### src/rtl/i2s_rx_master.sv
// I2S master receiver: divides clk_i into bclk/lrclk and deserialises one
// AUDIO_WORD_LEN word per channel slot, presented at the following slot edge.
module i2s_rx_master #(
  parameter int CLK_DIVISION    = 14,
  parameter int AUDIO_FRAME_LEN = 64,
  parameter int AUDIO_WORD_LEN  = 24
) (
  input  logic                      clk_i,
  input  logic                      rst_i,
  input  logic                      enable_i,
  input  logic                      audio_data_i,
  output logic                      bclk_o,
  output logic                      lrclk_o,
  output logic [AUDIO_WORD_LEN-1:0] audio_data_o,
  output logic                      channel_o,
  output logic                      new_sample_o
);
  localparam int SLOT_LEN = AUDIO_FRAME_LEN / 2;
  localparam int DIV_W    = $clog2(CLK_DIVISION);
  localparam int SLOT_W   = $clog2(SLOT_LEN);

  localparam logic [DIV_W-1:0]  RISE_AT   = DIV_W'(CLK_DIVISION / 2 - 1);
  localparam logic [DIV_W-1:0]  FALL_AT   = DIV_W'(CLK_DIVISION - 1);
  localparam logic [SLOT_W-1:0] SLOT_LAST = SLOT_W'(SLOT_LEN - 1);
  localparam logic [SLOT_W-1:0] WORD_LAST = SLOT_W'(AUDIO_WORD_LEN);

  logic [DIV_W-1:0]          div_cnt;
  logic [SLOT_W-1:0]         slot_bit_cnt;
  logic [AUDIO_WORD_LEN-1:0] shreg;
  logic                      rise_stb, fall_stb, slot_end, capture;

  // Bit 0 of each slot is the I2S one-bit delay; bits past the word are padding.
  always_comb begin
    rise_stb = enable_i && (div_cnt == RISE_AT);
    fall_stb = enable_i && (div_cnt == FALL_AT);
    slot_end = fall_stb && (slot_bit_cnt == SLOT_LAST);
    capture  = rise_stb && (slot_bit_cnt != '0) && (slot_bit_cnt <= WORD_LAST);
  end

  always_ff @(posedge clk_i) begin
    if (rst_i) begin
      div_cnt      <= '0;
      slot_bit_cnt <= '0;
      shreg        <= '0;
      bclk_o       <= 1'b0;
      lrclk_o      <= 1'b0;
      audio_data_o <= '0;
      channel_o    <= 1'b0;
      new_sample_o <= 1'b0;
    end else begin
      new_sample_o <= 1'b0;
      if (!enable_i) begin
        // Output word and channel deliberately hold while idle.
        div_cnt      <= '0;
        slot_bit_cnt <= '0;
        shreg        <= '0;
        bclk_o       <= 1'b0;
        lrclk_o      <= 1'b0;
      end else begin
        div_cnt <= fall_stb ? '0 : div_cnt + 1'b1;
        if (rise_stb) bclk_o <= 1'b1;
        if (capture)  shreg  <= {shreg[AUDIO_WORD_LEN-2:0], audio_data_i};
        if (fall_stb) begin
          bclk_o <= 1'b0;
          if (slot_end) begin
            slot_bit_cnt <= '0;
            lrclk_o      <= ~lrclk_o;
            audio_data_o <= shreg;
            channel_o    <= lrclk_o;
            new_sample_o <= 1'b1;
            shreg        <= '0;
          end else begin
            slot_bit_cnt <= slot_bit_cnt + 1'b1;
          end
        end
      end
    end
  end
endmodule

### config.mk
export PLATFORM = sky130hd
export DESIGN_NAME = i2s_rx_master
export DESIGN_NICKNAME = d
export VERILOG_FILES = /design/src/rtl/i2s_rx_master.sv
export SDC_FILE = /design/constraint.sdc
export NUM_CORES = 1
export LEC_CHECK = 0
export CAP_MARGIN = 30
export CORE_UTILIZATION = 58
export DETAILED_ROUTE_END_ITERATION = 6
export HOLD_SLACK_MARGIN = 0.02
export MAX_ROUTING_LAYER = met4
export PLACE_DENSITY = 0.94
export SETUP_SLACK_MARGIN = 0.2
export SLEW_MARGIN = 20
export SYNTH_ARGS = -nofsm -noshare
export SYNTH_HDL_FRONTEND = slang
export SYNTH_SLANG_ARGS = --single-unit
### constraint.sdc
create_clock -name clk_i -period 4.1 [get_ports clk_i]
set_clock_uncertainty 0.2 [all_clocks]
set_input_delay 1.025 -clock clk_i [delete_from_list [all_inputs] [get_ports clk_i]]
set_output_delay 1.025 -clock clk_i [all_outputs]
set_load 0.05 [all_outputs]
==> run_summary.xml <==
<?xml version="1.0" encoding="UTF-8"?>
<metrics>
  <group name="yosys">
    <metric name="synthesis.area" unit="mm2">0.00245</metric>
    <metric name="ys_types" unit="">28</metric>
    <metric name="syn_nets" unit="">272</metric>
    <metric name="yosysWarningCount" unit="">0</metric>
    <metric name="synth-edff-count" unit="">0</metric>
    <metric name="ys_dominant_reg_cell" unit="">sky130_fd_sc_hd__dfxtp_1</metric>
    <metric name="cell_with_the_most_instances_after_synthesis" unit="">sky130_fd_sc_hd__dfxtp_1</metric>
    <metric name="mean_cell_area_of_the_mapped_netlist" unit="um2">9.36</metric>
    <metric name="synth.area.top_cells" unit="">sky130_fd_sc_hd__dfxtp_1, sky130_fd_sc_hd__nand3_1, sky130_fd_sc_hd__mux2i_1, sky130_fd_sc_hd__o21ai_0, sky130_fd_sc_hd__a21oi_1</metric>
    <metric name="yosys_register_bits" unit="">61</metric>
    <metric name="syn-instance-count" unit="">262</metric>
    <metric name="synth_sequential_area_ratio" unit="">0.498</metric>
    <metric name="synthDominantCellAreaShare" unit="">0.498</metric>
    <metric name="synth.largest_area_cell" unit="">sky130_fd_sc_hd__dfxtp_1</metric>
    <metric name="synthTopCellsByCount" unit="">sky130_fd_sc_hd__dfxtp_1, sky130_fd_sc_hd__nand3_1, sky130_fd_sc_hd__o21ai_0</metric>
    <metric name="fraction_of_synthesis_flops_using_an_asynchronous_set_or_reset_pin" unit="">0</metric>
  </group>
  <group name="outcome">
    <metric name="outcome" unit="">completed</metric>
  </group>
  <group name="power_and_ir_drop">
    <metric name="p_int" unit="mW">0.896</metric>
    <metric name="leakagePower" unit="nW">0.998</metric>
    <metric name="share_comb_of_total_power" unit="">0.023</metric>
    <metric name="power_per_cell_area" unit="mW/mm2">390</metric>
    <metric name="sequentialPowerShare" unit="">0.522</metric>
    <metric name="power.clock.fraction" unit="">0.455</metric>
    <metric name="p_sw_frac" unit="">0.214</metric>
    <metric name="net_switching" unit="mW">0.244</metric>
    <metric name="power.ir.vdd_worst" unit="uV">180</metric>
  </group>
  <group name="drt">
    <metric name="detailroute.via_count" unit="">1982</metric>
    <metric name="drt_iter0_markers" unit="">242</metric>
    <metric name="drc" unit="">0</metric>
    <metric name="wl_per_cell" unit="um">14.5</metric>
    <metric name="routed_wl" unit="mm">4.92</metric>
    <metric name="drtAntennaViolNets" unit="">0</metric>
    <metric name="post_drt_via_cell_ratio" unit="">5.83</metric>
    <metric name="drtPass1Iterations" unit="">4</metric>
  </group>
  <group name="timing">
    <metric name="final_critical_path_share_of_the_clock_period" unit="">0.685</metric>
    <metric name="worstMarginPinSlew" unit="ps">837</metric>
    <metric name="final_hold_viol_count" unit="">0</metric>
    <metric name="timing.final.max_slew_violations" unit="">0</metric>
    <metric name="setup_total_negative_slack" unit="ps">0</metric>
    <metric name="unrepaired_setup_endpoints_after_global_routing" unit="">false</metric>
    <metric name="slew_headroom" unit="">0.442</metric>
    <metric name="setup_viol" unit="">0</metric>
    <metric name="period_needed" unit="ps">2810</metric>
    <metric name="achievable-frequency" unit="GHz">0.356</metric>
  </group>
  <group name="clock_tree">
    <metric name="clkTransAtPathRegs" unit="ps">60</metric>
    <metric name="clockRootBuffer" unit="">sky130_fd_sc_hd__clkbuf_8</metric>
    <metric name="cts_post_setup_buffers_inserted" unit="">0</metric>
    <metric name="cts-htree-levels" unit="">3</metric>
    <metric name="ctsHoldBuffers" unit="">0</metric>
    <metric name="max-clock-path-buffers" unit="">2</metric>
    <metric name="post_cts_resize_count" unit="">0</metric>
    <metric name="clk-insertion-delay-late" unit="ps">340</metric>
    <metric name="numCtsBuffers" unit="">9</metric>
    <metric name="numClockSinks" unit="">61</metric>
    <metric name="tritoncts" unit="">built</metric>
  </group>
  <group name="critical_path">
    <metric name="critical_path.max_fanout" unit="">12</metric>
    <metric name="cp.arrival" unit="ps">2870</metric>
    <metric name="timing.critical_path.cells" unit="">clkdlybuf4s50_1 -&gt; nor2b_1 -&gt; buf_4 -&gt; nand3_1 -&gt; mux2i_1</metric>
    <metric name="cpPeakStageDelay" unit="ps">710</metric>
    <metric name="startpoint_type" unit="">primary input</metric>
    <metric name="required" unit="ps">4160</metric>
    <metric name="critical_path.n_buffers_inverters" unit="">2</metric>
    <metric name="path_class" unit="">primary input to flip-flop</metric>
    <metric name="critPathCaptureType" unit="">flip-flop</metric>
    <metric name="cp_slowest_cell" unit="">sky130_fd_sc_hd__clkdlybuf4s50_1</metric>
    <metric name="path_delay_family" unit="">buffers and inverters</metric>
  </group>
  <group name="final_layout">
    <metric name="syn2layout_area_growth" unit="%">19.1</metric>
    <metric name="antenna_cells" unit="">0</metric>
    <metric name="post_layout_instance_area" unit="mm2">0.00292</metric>
    <metric name="stdcell_count" unit="">340</metric>
    <metric name="finalNetCount" unit="">295</metric>
    <metric name="fillers" unit="">291</metric>
    <metric name="layout-drive-gt1-share" unit="">0.0828</metric>
  </group>
  <group name="grt">
    <metric name="initial_antenna_violation_count" unit="">0</metric>
    <metric name="grt_max_degree" unit="">54</metric>
    <metric name="first_global_vias" unit="">1780</metric>
    <metric name="grt.total_usage" unit="">0.249</metric>
    <metric name="grt_pass1_wl" unit="mm">8.02</metric>
    <metric name="overflow" unit="">0</metric>
  </group>
  <group name="floorplan">
    <metric name="io_pins" unit="">32</metric>
    <metric name="floorplan.die.width" unit="um">67.0</metric>
    <metric name="fp.dieArea" unit="mm2">0.00449</metric>
    <metric name="rows" unit="">23</metric>
    <metric name="initial_utilization" unit="">0.608</metric>
    <metric name="core-area" unit="mm2">0.00403</metric>
    <metric name="fp.dieH" unit="um">67.0</metric>
  </group>
  <group name="placement">
    <metric name="dp_cells" unit="">324</metric>
    <metric name="portBuffers" unit="">31</metric>
    <metric name="gp_congestion" unit="">0.795</metric>
    <metric name="placed_area" unit="mm2">0.00273</metric>
    <metric name="post-dp-hpwl" unit="mm">2.94</metric>
  </group>
  <group name="flow_run">
    <metric name="timing.max_cap.violations" unit="">0</metric>
  </group>
  <group name="worst_hold_path">
    <metric name="hold_path_class" unit="">flip-flop to flip-flop</metric>
  </group>
</metrics>
-- tightest hold or removal path, cell delays in order (launching register included) --
cell,delay [ps]
sky130_fd_sc_hd__dfxtp_1,310
sky130_fd_sc_hd__nand3_1,60
sky130_fd_sc_hd__a21oi_1,50
-- logic make-up (layout without fill, tap and decap cells) --
group,Yosys count,count (layout),share of synthesized area
and+or+nand+nor,77,77,0.165
DFF,61,61,0.498
AOI/OAI and AO/OA,58,58,0.123
buffers and inverters,31,59,0.0669
muxes,26,26,0.106
adders and majority gates,6,6,0.0306
xor gates and xnor gates,3,3,0.0107
-- cell type report --
type                    instances  area (um2)  share of cell area
inverters                       6        22.5             0.00771
clock buffers                  12         145              0.0497
clock inverters                 4        47.5              0.0163
multi-input cells             170        1070               0.365
flip-flops and latches         61        1220               0.418
well taps                      50        62.6              0.0214
repair buffers                 37         355               0.122
-- per-layer routing --
| layer | part of all wire | vias to the layer above | track usage |
|---|---|---|---|
| met1 | 0.46 | 929 | 0.304 |
| li1 | - | 973 | - |
| met2 | 0.47 | 65 | 0.361 |
| met5 | 0 | - | - |
| met3 | 0.052 | 15 | 0.0668 |
| met4 | 0.026 | 0 | 0.157 |
-- power by group through the flow --
stage / Sequential [mW] / Clock, mW / Combinational (mW)
global route: 0.594 / 0.549 / 0.0289
detailed placement: 0.608 / 0 / 0.0259
global placement: 0.608 / 0 / 0.0253
floorplan: 0.608 / 0 / 0.0179
finish: 0.595 / 0.519 / 0.0265
CTS: 0.595 / 0.522 / 0.0262
-- final timing paths --
path	startpoint	to	slack (ps)	depth (start not counted)
min	shreg[8]	audio_data_o[8]	260	2
max reg2reg	slot_bit_cnt[1]	audio_data_o[12]	1810	6
max	enable_i	shreg[16]	1290	5
min reg2reg	shreg[8]	audio_data_o[8]	260	2
-- flip-flops by register name, indices dropped and copies added (netlist names) --
| register | cells |
|---|---|
| new_sample_o | 1 |
| div_cnt | 4 |
| shreg | 24 |
| channel_o | 1 |
| audio_data_o | 24 |
| lrclk_o | 1 |
| bclk_o | 1 |
| slot_bit_cnt | 5 |
-- cells in the final DEF, fill, tap and decap left out --
cell type	netlist	routed
sky130_fd_sc_hd__dfxtp_1	61	61
sky130_fd_sc_hd__nand3_1	53	53
sky130_fd_sc_hd__clkdlybuf4s50_1	0	31
sky130_fd_sc_hd__o21ai_0	28	28
sky130_fd_sc_hd__a21oi_1	27	27
sky130_fd_sc_hd__mux2i_1	26	26
sky130_fd_sc_hd__clkbuf_8	0	10
sky130_fd_sc_hd__nor2_1	8	8
sky130_fd_sc_hd__inv_1	6	6
sky130_fd_sc_hd__ha_1	6	6
sky130_fd_sc_hd__buf_4	0	6
sky130_fd_sc_hd__nand2_1	3	3
sky130_fd_sc_hd__nand4_1	2	2
sky130_fd_sc_hd__xnor2_1	2	2
sky130_fd_sc_hd__or3_1	2	2
sky130_fd_sc_hd__nor3_1	2	2
sky130_fd_sc_hd__clkinv_2	0	2
sky130_fd_sc_hd__clkbuf_1	16	2
sky130_fd_sc_hd__and3_2	1	1
sky130_fd_sc_hd__nor2b_1	1	1
sky130_fd_sc_hd__and2b_2	1	1
sky130_fd_sc_hd__or4b_4	1	1
sky130_fd_sc_hd__and4b_1	1	1
sky130_fd_sc_hd__o211a_1	1	1
sky130_fd_sc_hd__and4_1	1	1
sky130_fd_sc_hd__or3_2	1	1
sky130_fd_sc_hd__a21boi_0	1	1
sky130_fd_sc_hd__xor2_1	1	1
sky130_fd_sc_hd__o211ai_1	1	1
sky130_fd_sc_hd__bufinv_16	0	1
sky130_fd_sc_hd__clkinvlp_4	0	1
-- per-stage QoR --
step                utilization  total power [mW]  setup WS, ps  hold WS [ps]
CTS                       0.725              1.14          1330           267
global placement          0.677             0.633          1090           257
floorplan                     -             0.625          1810           244
global route              0.725              1.17          1140           294
detailed placement        0.677             0.634           995           258
finish                    0.725              1.14          1290           264
(Power assumes the default switching activity.)
